### config.mk
export PLATFORM = sky130hd
export DESIGN_NAME = sb_fp_multiplier_seq
export DESIGN_NICKNAME = d
export VERILOG_FILES = /design/src/rtl/fp_pkg.sv /design/src/rtl/sb_mant_shift_add.sv /design/src/rtl/sb_fp_multiplier_seq.sv
export SDC_FILE = /design/constraint.sdc
export NUM_CORES = 1
export LEC_CHECK = 0
export BUFFER_PORTS_ARGS = -buffer_cell sky130_fd_sc_hd__buf_2
export CORE_ASPECT_RATIO = 0.9
export CORE_MARGIN = 5
export CORE_UTILIZATION = 58
export CTS_CLUSTER_SIZE = 28
export DETAILED_ROUTE_END_ITERATION = 10
export PLACE_DENSITY = 0.81
export REMOVE_ABC_BUFFERS = 1
export SLEW_MARGIN = 0
export SYNTH_ARGS = -nofsm -noshare
export SYNTH_HDL_FRONTEND = slang
export SYNTH_SLANG_ARGS = --single-unit
export TNS_END_PERCENT = 10
### constraint.sdc
create_clock -name clk -period 3.3 [get_ports clk]
set_input_delay 0.165 -clock clk [delete_from_list [all_inputs] [get_ports clk]]
set_output_delay 0.165 -clock clk [all_outputs]
set_load 0.05 [all_outputs]
### src/rtl/fp_pkg.sv
// Shared single-precision helpers for the calculator FP datapath.
// Holds format constants, the multiplier FSM state type and field slicers
// used by both the iterative multiplier and divider.
package fp_pkg;

  localparam int unsigned MANT_W  = 23;
  localparam int unsigned EXP_W   = 8;
  localparam int unsigned BIAS    = 127;
  localparam int unsigned EXP_MAX = 255;

  typedef enum logic [1:0] {
    IDLE = 2'd0,
    MUL  = 2'd1,
    NORM = 2'd2,
    DONE = 2'd3
  } state_e;

  function automatic logic fp_sign(input logic [31:0] x);
    return x[31];
  endfunction

  function automatic logic [EXP_W-1:0] fp_exp(input logic [31:0] x);
    return x[30:23];
  endfunction

  function automatic logic [MANT_W-1:0] fp_frac(input logic [31:0] x);
    return x[22:0];
  endfunction

endpackage

### src/rtl/sb_mant_shift_add.sv
// Shift-and-add mantissa core: one multiplier bit per clock.
// Ports:
//   clk, rst   clock and synchronous active-high reset
//   load       preload the product register with mb (low half)
//   step       one add/shift iteration
//   ma, mb     mantissas including hidden bit
//   prod       full 2*MW-bit product, valid after MW steps
module sb_mant_shift_add #(
  parameter int unsigned MW = 24
) (
  input  logic            clk,
  input  logic            rst,
  input  logic            load,
  input  logic            step,
  input  logic [MW-1:0]   ma,
  input  logic [MW-1:0]   mb,
  output logic [2*MW-1:0] prod
);

  // The architectural register is 2*MW+1 bits wide, but its top bit is
  // always zero after the right shift, so only 2*MW bits are stored.
  logic [2*MW-1:0] p_q, p_d;
  logic [MW:0]     upper;

  always_comb begin
    upper = {1'b0, p_q[2*MW-1:MW]} + (p_q[0] ? {1'b0, ma} : '0);
    p_d   = p_q;
    if (load) begin
      p_d = {{MW{1'b0}}, mb};
    end else if (step) begin
      p_d = {upper, p_q[MW-1:1]};
    end
  end

  always_ff @(posedge clk) begin
    if (rst) begin
      p_q <= '0;
    end else begin
      p_q <= p_d;
    end
  end

  assign prod = p_q;

endmodule

### src/rtl/sb_fp_multiplier_seq.sv
// Iterative IEEE-754 single-precision multiplier with start/done handshake.
// Truncation rounding, denormals flushed to zero, exp 255 treated as overflow.
// Ports:
//   clk, rst            clock and synchronous active-high reset
//   start               request, sampled only in IDLE
//   a, b                operands (sign, exp[30:23], frac[22:0])
//   busy                high whenever the FSM is not idle
//   done                one-cycle completion pulse
//   result              product, held until the next completion
//   overflow, underflow status, held with result
module sb_fp_multiplier_seq #(
  parameter int unsigned MANT_W = fp_pkg::MANT_W,
  parameter int unsigned EXP_W  = fp_pkg::EXP_W,
  parameter int unsigned BIAS   = fp_pkg::BIAS
) (
  input  logic        clk,
  input  logic        rst,
  input  logic        start,
  input  logic [31:0] a,
  input  logic [31:0] b,
  output logic        busy,
  output logic        done,
  output logic [31:0] result,
  output logic        overflow,
  output logic        underflow
);
  import fp_pkg::*;

  localparam int unsigned MW = MANT_W + 1;
  localparam int unsigned SW = EXP_W + 2;
  localparam logic signed [SW-1:0] BIAS_S   = SW'(BIAS);
  localparam logic signed [SW-1:0] EMAX_S   = SW'(EXP_MAX);
  localparam logic [EXP_W-1:0]     EXP_ONES = '1;

  state_e                 state_q, state_d;
  logic [4:0]             step_q, step_d;
  logic                   sign_q, sign_d;
  logic                   zflag_q, zflag_d;
  logic                   iflag_q, iflag_d;
  logic [MW-1:0]          ma_q, ma_d;
  logic signed [SW-1:0]   esum_q, esum_d;
  logic                   busy_q, busy_d;
  logic                   done_q, done_d;
  logic [31:0]            result_q, result_d;
  logic                   ovf_q, ovf_d;
  logic                   unf_q, unf_d;

  logic                   core_load, core_step;
  logic [2*MW-1:0]        prod;
  logic signed [SW-1:0]   e_norm;
  logic [MANT_W-1:0]      frac;

  sb_mant_shift_add #(.MW(MW)) u_core (
    .clk  (clk),
    .rst  (rst),
    .load (core_load),
    .step (core_step),
    .ma   (ma_q),
    .mb   ({1'b1, fp_frac(b)}),
    .prod (prod)
  );

  // Bits below the truncation point never reach the result.
  logic unused_prod_lo;
  assign unused_prod_lo = ^prod[MW-2:0];

  always_comb begin
    state_d   = state_q;
    step_d    = step_q;
    sign_d    = sign_q;
    zflag_d   = zflag_q;
    iflag_d   = iflag_q;
    ma_d      = ma_q;
    esum_d    = esum_q;
    busy_d    = busy_q;
    done_d    = 1'b0;
    result_d  = result_q;
    ovf_d     = ovf_q;
    unf_d     = unf_q;
    core_load = 1'b0;
    core_step = 1'b0;

    // Product MSB set means the mantissa product is in [2,4): shift by one.
    e_norm = esum_q - BIAS_S + SW'(prod[2*MW-1]);
    frac   = prod[2*MW-1] ? prod[2*MW-2:MW] : prod[2*MW-3:MW-1];

    case (state_q)
      IDLE: begin
        busy_d = 1'b0;
        if (start) begin
          state_d   = MUL;
          step_d    = '0;
          busy_d    = 1'b1;
          core_load = 1'b1;
          sign_d    = fp_sign(a) ^ fp_sign(b);
          ma_d      = {1'b1, fp_frac(a)};
          esum_d    = SW'(fp_exp(a)) + SW'(fp_exp(b));
          zflag_d   = (fp_exp(a) == '0) | (fp_exp(b) == '0);
          iflag_d   = (fp_exp(a) == EXP_ONES) | (fp_exp(b) == EXP_ONES);
        end
      end
      MUL: begin
        core_step = 1'b1;
        step_d    = step_q + 5'd1;
        if (step_q == 5'(MW - 1)) begin
          state_d = NORM;
        end
      end
      NORM: begin
        done_d  = 1'b1;
        state_d = DONE;
        if (zflag_q) begin
          result_d = {sign_q, 31'b0};
          ovf_d    = 1'b0;
          unf_d    = 1'b0;
        end else if (iflag_q || e_norm >= EMAX_S) begin
          result_d = {sign_q, EXP_ONES, {MANT_W{1'b0}}};
          ovf_d    = 1'b1;
          unf_d    = 1'b0;
        end else if (e_norm[SW-1] || e_norm == '0) begin
          result_d = {sign_q, 31'b0};
          ovf_d    = 1'b0;
          unf_d    = 1'b1;
        end else begin
          result_d = {sign_q, e_norm[EXP_W-1:0], frac};
          ovf_d    = 1'b0;
          unf_d    = 1'b0;
        end
      end
      DONE: begin
        state_d = IDLE;
        busy_d  = 1'b0;
      end
      default: begin
        state_d = IDLE;
        busy_d  = 1'b0;
      end
    endcase
  end

  always_ff @(posedge clk) begin
    if (rst) begin
      state_q  <= IDLE;
      step_q   <= '0;
      sign_q   <= 1'b0;
      zflag_q  <= 1'b0;
      iflag_q  <= 1'b0;
      ma_q     <= '0;
      esum_q   <= '0;
      busy_q   <= 1'b0;
      done_q   <= 1'b0;
      result_q <= '0;
      ovf_q    <= 1'b0;
      unf_q    <= 1'b0;
    end else begin
      state_q  <= state_d;
      step_q   <= step_d;
      sign_q   <= sign_d;
      zflag_q  <= zflag_d;
      iflag_q  <= iflag_d;
      ma_q     <= ma_d;
      esum_q   <= esum_d;
      busy_q   <= busy_d;
      done_q   <= done_d;
      result_q <= result_d;
      ovf_q    <= ovf_d;
      unf_q    <= unf_d;
    end
  end

  assign busy      = busy_q;
  assign done      = done_q;
  assign result    = result_q;
  assign overflow  = ovf_q;
  assign underflow = unf_q;

endmodule

Yosys cells after proc, flatten, opt, wreduce, memory -nomap -nowiden

Cells that the tools add are included.

Bits in registers: 128
Word-level logic and storage cells: 66
Output and inout port bits: 36

$lt $le $gt $ge: 1
Bitwise operators: 3
Equal/unequal tests: 8
Reduce and logical (&&, ||, !) cells: 13
$add $sub $neg: 5
Multiplexer cells: 22

Operators with widths:

| kind                                                                                  | count |
|---|---|
| 31-bit 2-to-1 mux                                                                     | 3 |
| 24-bit 2-to-1 mux                                                                     | 3 |
| 24-bit by 24-bit adder with 25-bit output                                             | 1 |
| 23-bit 2-to-1 mux                                                                     | 1 |
| 8-bit == test (second input constant)                                                 | 2 |
| 8-bit zero test                                                                       | 2 |
| 10-bit by 1-bit adder with 10-bit output                                              | 1 |
| 10-bit by 9-bit greater-or-equal comparator with 1-bit output (second input constant) | 1 |
| 10-bit zero test                                                                      | 1 |
| 5-bit one-hot mux with 2 select lines                                                 | 1 |
| 10-bit by 7-bit subtractor with 10-bit output (second input constant)                 | 1 |
| 8-bit by 8-bit adder with 9-bit output                                                | 1 |
| 1-bit 2-to-1 mux                                                                      | 9 |
| 2-bit one-hot mux with 4 select lines                                                 | 1 |
| 2-bit AND reduction                                                                   | 3 |
| 2-bit nonzero test                                                                    | 3 |
| 5-bit by 1-bit adder with 5-bit output (second input constant)                        | 1 |
| 5-bit == test (second input constant)                                                 | 1 |
| 5-bit 2-to-1 mux                                                                      | 1 |
| 2-bit == test (second input constant)                                                 | 2 |
| 2-bit 2-to-1 mux                                                                      | 2 |
| 2-bit inequality test (second input constant)                                         | 2 |
| 2-bit by 1-bit == test with 1-bit output (second input constant)                      | 1 |
| 2-bit zero test                                                                       | 1 |
| 5 further kinds                                                                       | 7 |

Longest topological paths before layout

Depth after elaboration: 7
Depth in mapped cells: 13
Mapped depth without buffers: 10

By module

A second synthesis with hierarchy kept.

Cell total of the unflattened synthesis: 887
Area, all modules: 7293.2 sq um

Modules (own cells, without submodules):

| module               | times used | cells an instance | area an instance (sq um) |
|---|---|---|---|
| sb_fp_multiplier_seq | 1          | 450               | 3880.0 |
| sb_mant_shift_add    | 1          | 437               | 3413.3 |

Worst setup path after synthesis

OpenSTA, ideal clock, no wires.

Path kind: register to register
From: register u_core.p_q[47] (netlist: u_core.prod[47])
To: register result_q[23] (netlist: result[23])
Arrival: 2.767 ns
Required time: 3.178 ns
Clock period less this slack: 2.889 ns
Cell stages (with the launch flop): 13
Path slack: 0.411 ns
Path through: dfxtp_1 clkbuf_1 clkbuf_1 inv_1 ha_1 inv_1 ha_1 nand3_2 mux2i_1 and3_1 o2111ai_1 o211a_1 a221o_1

Cells in the longest elaborated chain, start to end: 6

RTL lines:

| what                                                                                                                  | line                        | text |
|---|---|---|
| start: declaration                                                                                                    | sb_mant_shift_add.sv:22     | `logic [2*MW-1:0] p_q, p_d;` |
| start signal: assignment                                                                                              | sb_mant_shift_add.sv:39     | `p_q <= p_d;` |
| 10-bit by 1-bit adder with 10-bit output (*)                                                                          | sb_fp_multiplier_seq.sv:84  | `e_norm = esum_q - BIAS_S + SW'(prod[2*MW-1]);` |
| parallel branches: the longest is 3 deep, another holds 10-bit by 9-bit greater-or-equal comparator with 1-bit output | -                           |  |
| 31-bit 2-to-1 mux (*)                                                                                                 | sb_fp_multiplier_seq.sv:116 | `end else if (iflag_q \|\| e_norm >= EMAX_S) begin` |
| 31-bit 2-to-1 mux (*)                                                                                                 | sb_fp_multiplier_seq.sv:112 | `if (zflag_q) begin` |
| end signal: assignment                                                                                                | sb_fp_multiplier_seq.sv:165 | `result_q <= result_d;` |
| end: declaration                                                                                                      | sb_fp_multiplier_seq.sv:44  | `logic [31:0] result_q, result_d;` |

Every way passes the cells marked *.
A chain may end at the register's enable or synchronous reset.

Final worst setup path

From: register u_core.p_q[0] (netlist: u_core.prod[0])
To: register u_core.p_q[45] (netlist: u_core.prod[45])

Cells in the longest elaborated chain, start to end: 2

RTL lines:

| what                                      | line                    | text |
|---|---|---|
| 24-bit 2-to-1 mux                         | sb_mant_shift_add.sv:26 | `upper = {1'b0, p_q[2*MW-1:MW]} + (p_q[0] ? {1'b0, ma} : '0);` |
| 24-bit by 24-bit adder with 25-bit output | sb_mant_shift_add.sv:26 |  |

Every way passes these cells.

==> flow_summary.yaml <==
outcome:
  run_status: "finished, final reports clean"
grt:
  grt_pass1_vias: 6363
  grt_use_total_pct: 25.7
  grt_pass1_wl_um: 30500
  grtUsageMet3_pct: 4.90
  overflow: 0
  use_met2_pct: 42.8
  grt.busiest_layer: "met2"
  grt_max_degree: 83
  antenna_found_initial: 1
  use_met1_pct: 33.1
worst_setup_path:
  slowest_stage: "dfxtp_1"
  critPathMaxFanout: 25
  crit_chain: "and2_1, ha_1, fa_1, nand3_1, a21oi_1, o21ai_1, a2111oi_2, o21ai_0, a32o_1"
  cp.required_ns: 3.61
  rrSetupSlack_ns: 0.30
  worstSetupPathType: "reg -> reg"
  reg2reg_from: "u_core.prod[0]"
  startpoint_type: "flip-flop"
  critPathArrivalTime_ns: 3.30
  cp-end-kind: "flip-flop"
  crit_start: "u_core.prod[0]"
  r2r_cells: 9
  cpPeakStageDelay_ns: 0.83
  timing.rr.end: "u_core.prod[45]"
place:
  dp_hpwl_um: 12100
  dpl-instance-area_um2: 7570
  place_worst_setup_slack_ns: 0.364
  port_buffers: 102
  routabilityCongestion: 0.910
  dp.cells: 1070
floorplanning:
  start_util_pct: 58.7
  core-area_um2: 12000
  die_area_um2: 14400
  ios: 103
  rows: 38
  fp.dieH_um: 114
  fp.dieW_um: 126
cells_and_area:
  area_growth_pct: 19.8
  fin_cells: 1126
  fin_nets: 1061
  mostFrequentLayoutCells: "dfxtp_1 (127), nand2_1 (104), buf_2 (102), nor2_1 (78), a21oi_1 (68)"
  final_common_cell: "dfxtp_1"
  diodes: 0
  drive_above_1_share_pct: 16.1
  fin_area_um2: 8430
detailed_routing:
  antenna_left: 0
  post_drt_wl_per_cell_um: 16.8
  first_iter_violations: 597
  route.detailed.drc: 0
  drtPass1Iterations: 5
  via_per_inst: 5.91
  num_vias: 6654
  drt-total-wl_um: 18900
cts:
  cts_tree: "yes"
  clock_path_buffers: 2
  cts.sinks: 127
  htreeDepth: 4
  cts_inserted_buffers: 17
  clk_latency_ns: 0.42
  clk_pin_slew_ns: 0.06
  clk_root_buffer_cell: "clkbuf_16"
sta:
  report.final.hold_viol_count: 0
  setup_ws_ns: 0.304
  slew_violations: 0
  max_freq_mhz: 334
  rsz0062_at_grt: "false"
  slew_headroom_pct: 43.5
  setup_viol: 0
  clock_skew_ns: 0.00892
  max_slew.worst_pin.slew_ns: 0.847
  finalCritPeriodShare_pct: 90.8
  tns_ns: 0
  min_period_ns: 3.00
synthesis:
  syn_inst: 850
  synth_edf_count: 0
  synthDistinctLibCells: 65
  ys_seq_area_share_pct: 36.2
  async_flop_share_pct: 0
  syn_area_um2: 7030
  synth_flop_cell: "dfxtp_1"
  ys_seq_elements: 127
  yosys_warnings: 0
  synth_area_per_cell_um2: 8.27
power:
  power.density_nw_per_um2: 680
  p_total_w: 0.00573
  ir_worst_vdd_v: 0.000562
  leakage_nw: 3.45
worst_hold_path:
  hold_path_depth: 3
  hold_class: "in -> reg"
  whs_endpoint: "ma_q[0]"
  hold_start: "a[0]"
job:
  cap_violations: 0
[through the flow]
stage,hold slack [ns],util [%]
after floorplan,0.232,-
after CTS,0.00171,70.2
after global placement,0.411,63.2
after detailed placement,0.413,63.2
final,0.00495,70.3
after global routing,0.0287,70.3
[flip-flops by register name, indices dropped and copies added, names as in the netlist]
register / cells
overflow: 1
busy: 1
u_core.prod: 48
result: 32
esum_q: 9
iflag_q: 1
underflow: 1
sign_q: 1
ma_q: 24
state_q: 2
step_q: 5
done: 1
zflag_q: 1
[how the worst max path moves through the flow]
stage	end	slack, ns	depth (start not counted)
6_report	u_core.prod[45]	0.30	9
4_1_cts	u_core.prod[45]	0.34	9
3_5_place_dp	result[18]	0.36	10
3_3_place_gp	u_core.prod[45]	0.48	9
2_1_floorplan	u_core.prod[41]	-0.26	6
5_1_grt	u_core.prod[46]	0.1	8
[critical path: cells and delay by family (launching register included)]
family | cells | cell delay (ns)
AO/OA/AOI/OAI | 5 | 1.26
flip-flops | 1 | 0.83
adder cells (fa/ha/maj) | 2 | 0.44
AND/OR/NAND/NOR | 2 | 0.33
[cell families (layout without fill, tap and decap cells)]
family / count (synthesis) / after routing / synth area share [%]
AO/OA/AOI/OAI: 223 / 223 / 20.5
XOR/XNOR: 23 / 23 / 2.87
adder cells (fa/ha/maj): 41 / 41 / 7.51
buffers and inverters: 75 / 190 / 4.57
flip-flops: 127 / 127 / 36.2
multiplexers: 57 / 57 / 8.13
AND/OR/NAND/NOR: 304 / 305 / 20.3
[power by group]
group	switching, W	internal (W)
Sequential	0.000233	0.00179
Clock	0.000740	0.00120
Combinational	0.00114	0.000627
[what timing repair did]
item	CTS	global route
hold buffers	22	0
hold endpoints to repair	22	0
gates resized for setup	0	1
endpoints found under the setup margin	0	2
buffers inserted	0	1
[synthesized netlist by cell type (all sizes together) (4+ instances only)]
| library cell | count | share of area (%) |
|---|---|---|
| dfxtp | 127 | 36 |
| nand2 | 105 | 5.6 |
| nor2 | 79 | 4.3 |
| a21oi | 68 | 4.8 |
| mux2i | 56 | 8.0 |
| o21ai | 53 | 3.8 |
| ha | 39 | 6.9 |
| clkbuf | 36 | 2.0 |
| a211oi | 33 | 3.5 |
| and2 | 28 | 2.5 |
| inv | 24 | 1.3 |
| nand3 | 23 | 1.8 |
| xnor2 | 17 | 2.1 |
| nand4 | 15 | 1.3 |
| nor3 | 14 | 1.0 |
| buf | 13 | 1.2 |
| a21o | 9 | 0.96 |
| a22oi | 7 | 0.75 |
| nor4 | 7 | 0.62 |
| o211ai | 6 | 0.64 |
| o22ai | 6 | 0.53 |
| or3 | 6 | 0.53 |
| xor2 | 6 | 0.75 |
| nand3b | 5 | 0.53 |
| and3 | 4 | 0.36 |
| nor2b | 4 | 0.36 |
| o21bai | 4 | 0.48 |
| o31ai | 4 | 0.62 |
[final cells by class]
class | instances | area, um2
repair buffers | 132 | 791
flip-flops and latches | 127 | 2540
multi-input cells | 649 | 4180
fillers | 965 | 3560
clock inverters | 15 | 185
clock buffers | 17 | 425
well taps | 160 | 200
inverters | 26 | 97.6
[metal layers]
| metal | up-vias | wire length [um] |
|---|---|---|
| li1 | 3259 | - |
| met1 | 3107 | 8200 |
| met2 | 236 | 8820 |
| met3 | 50 | 1400 |
| met4 | 2 | 450 |
| met5 | - | 13 |
Power figures use the tool's default switching activity.
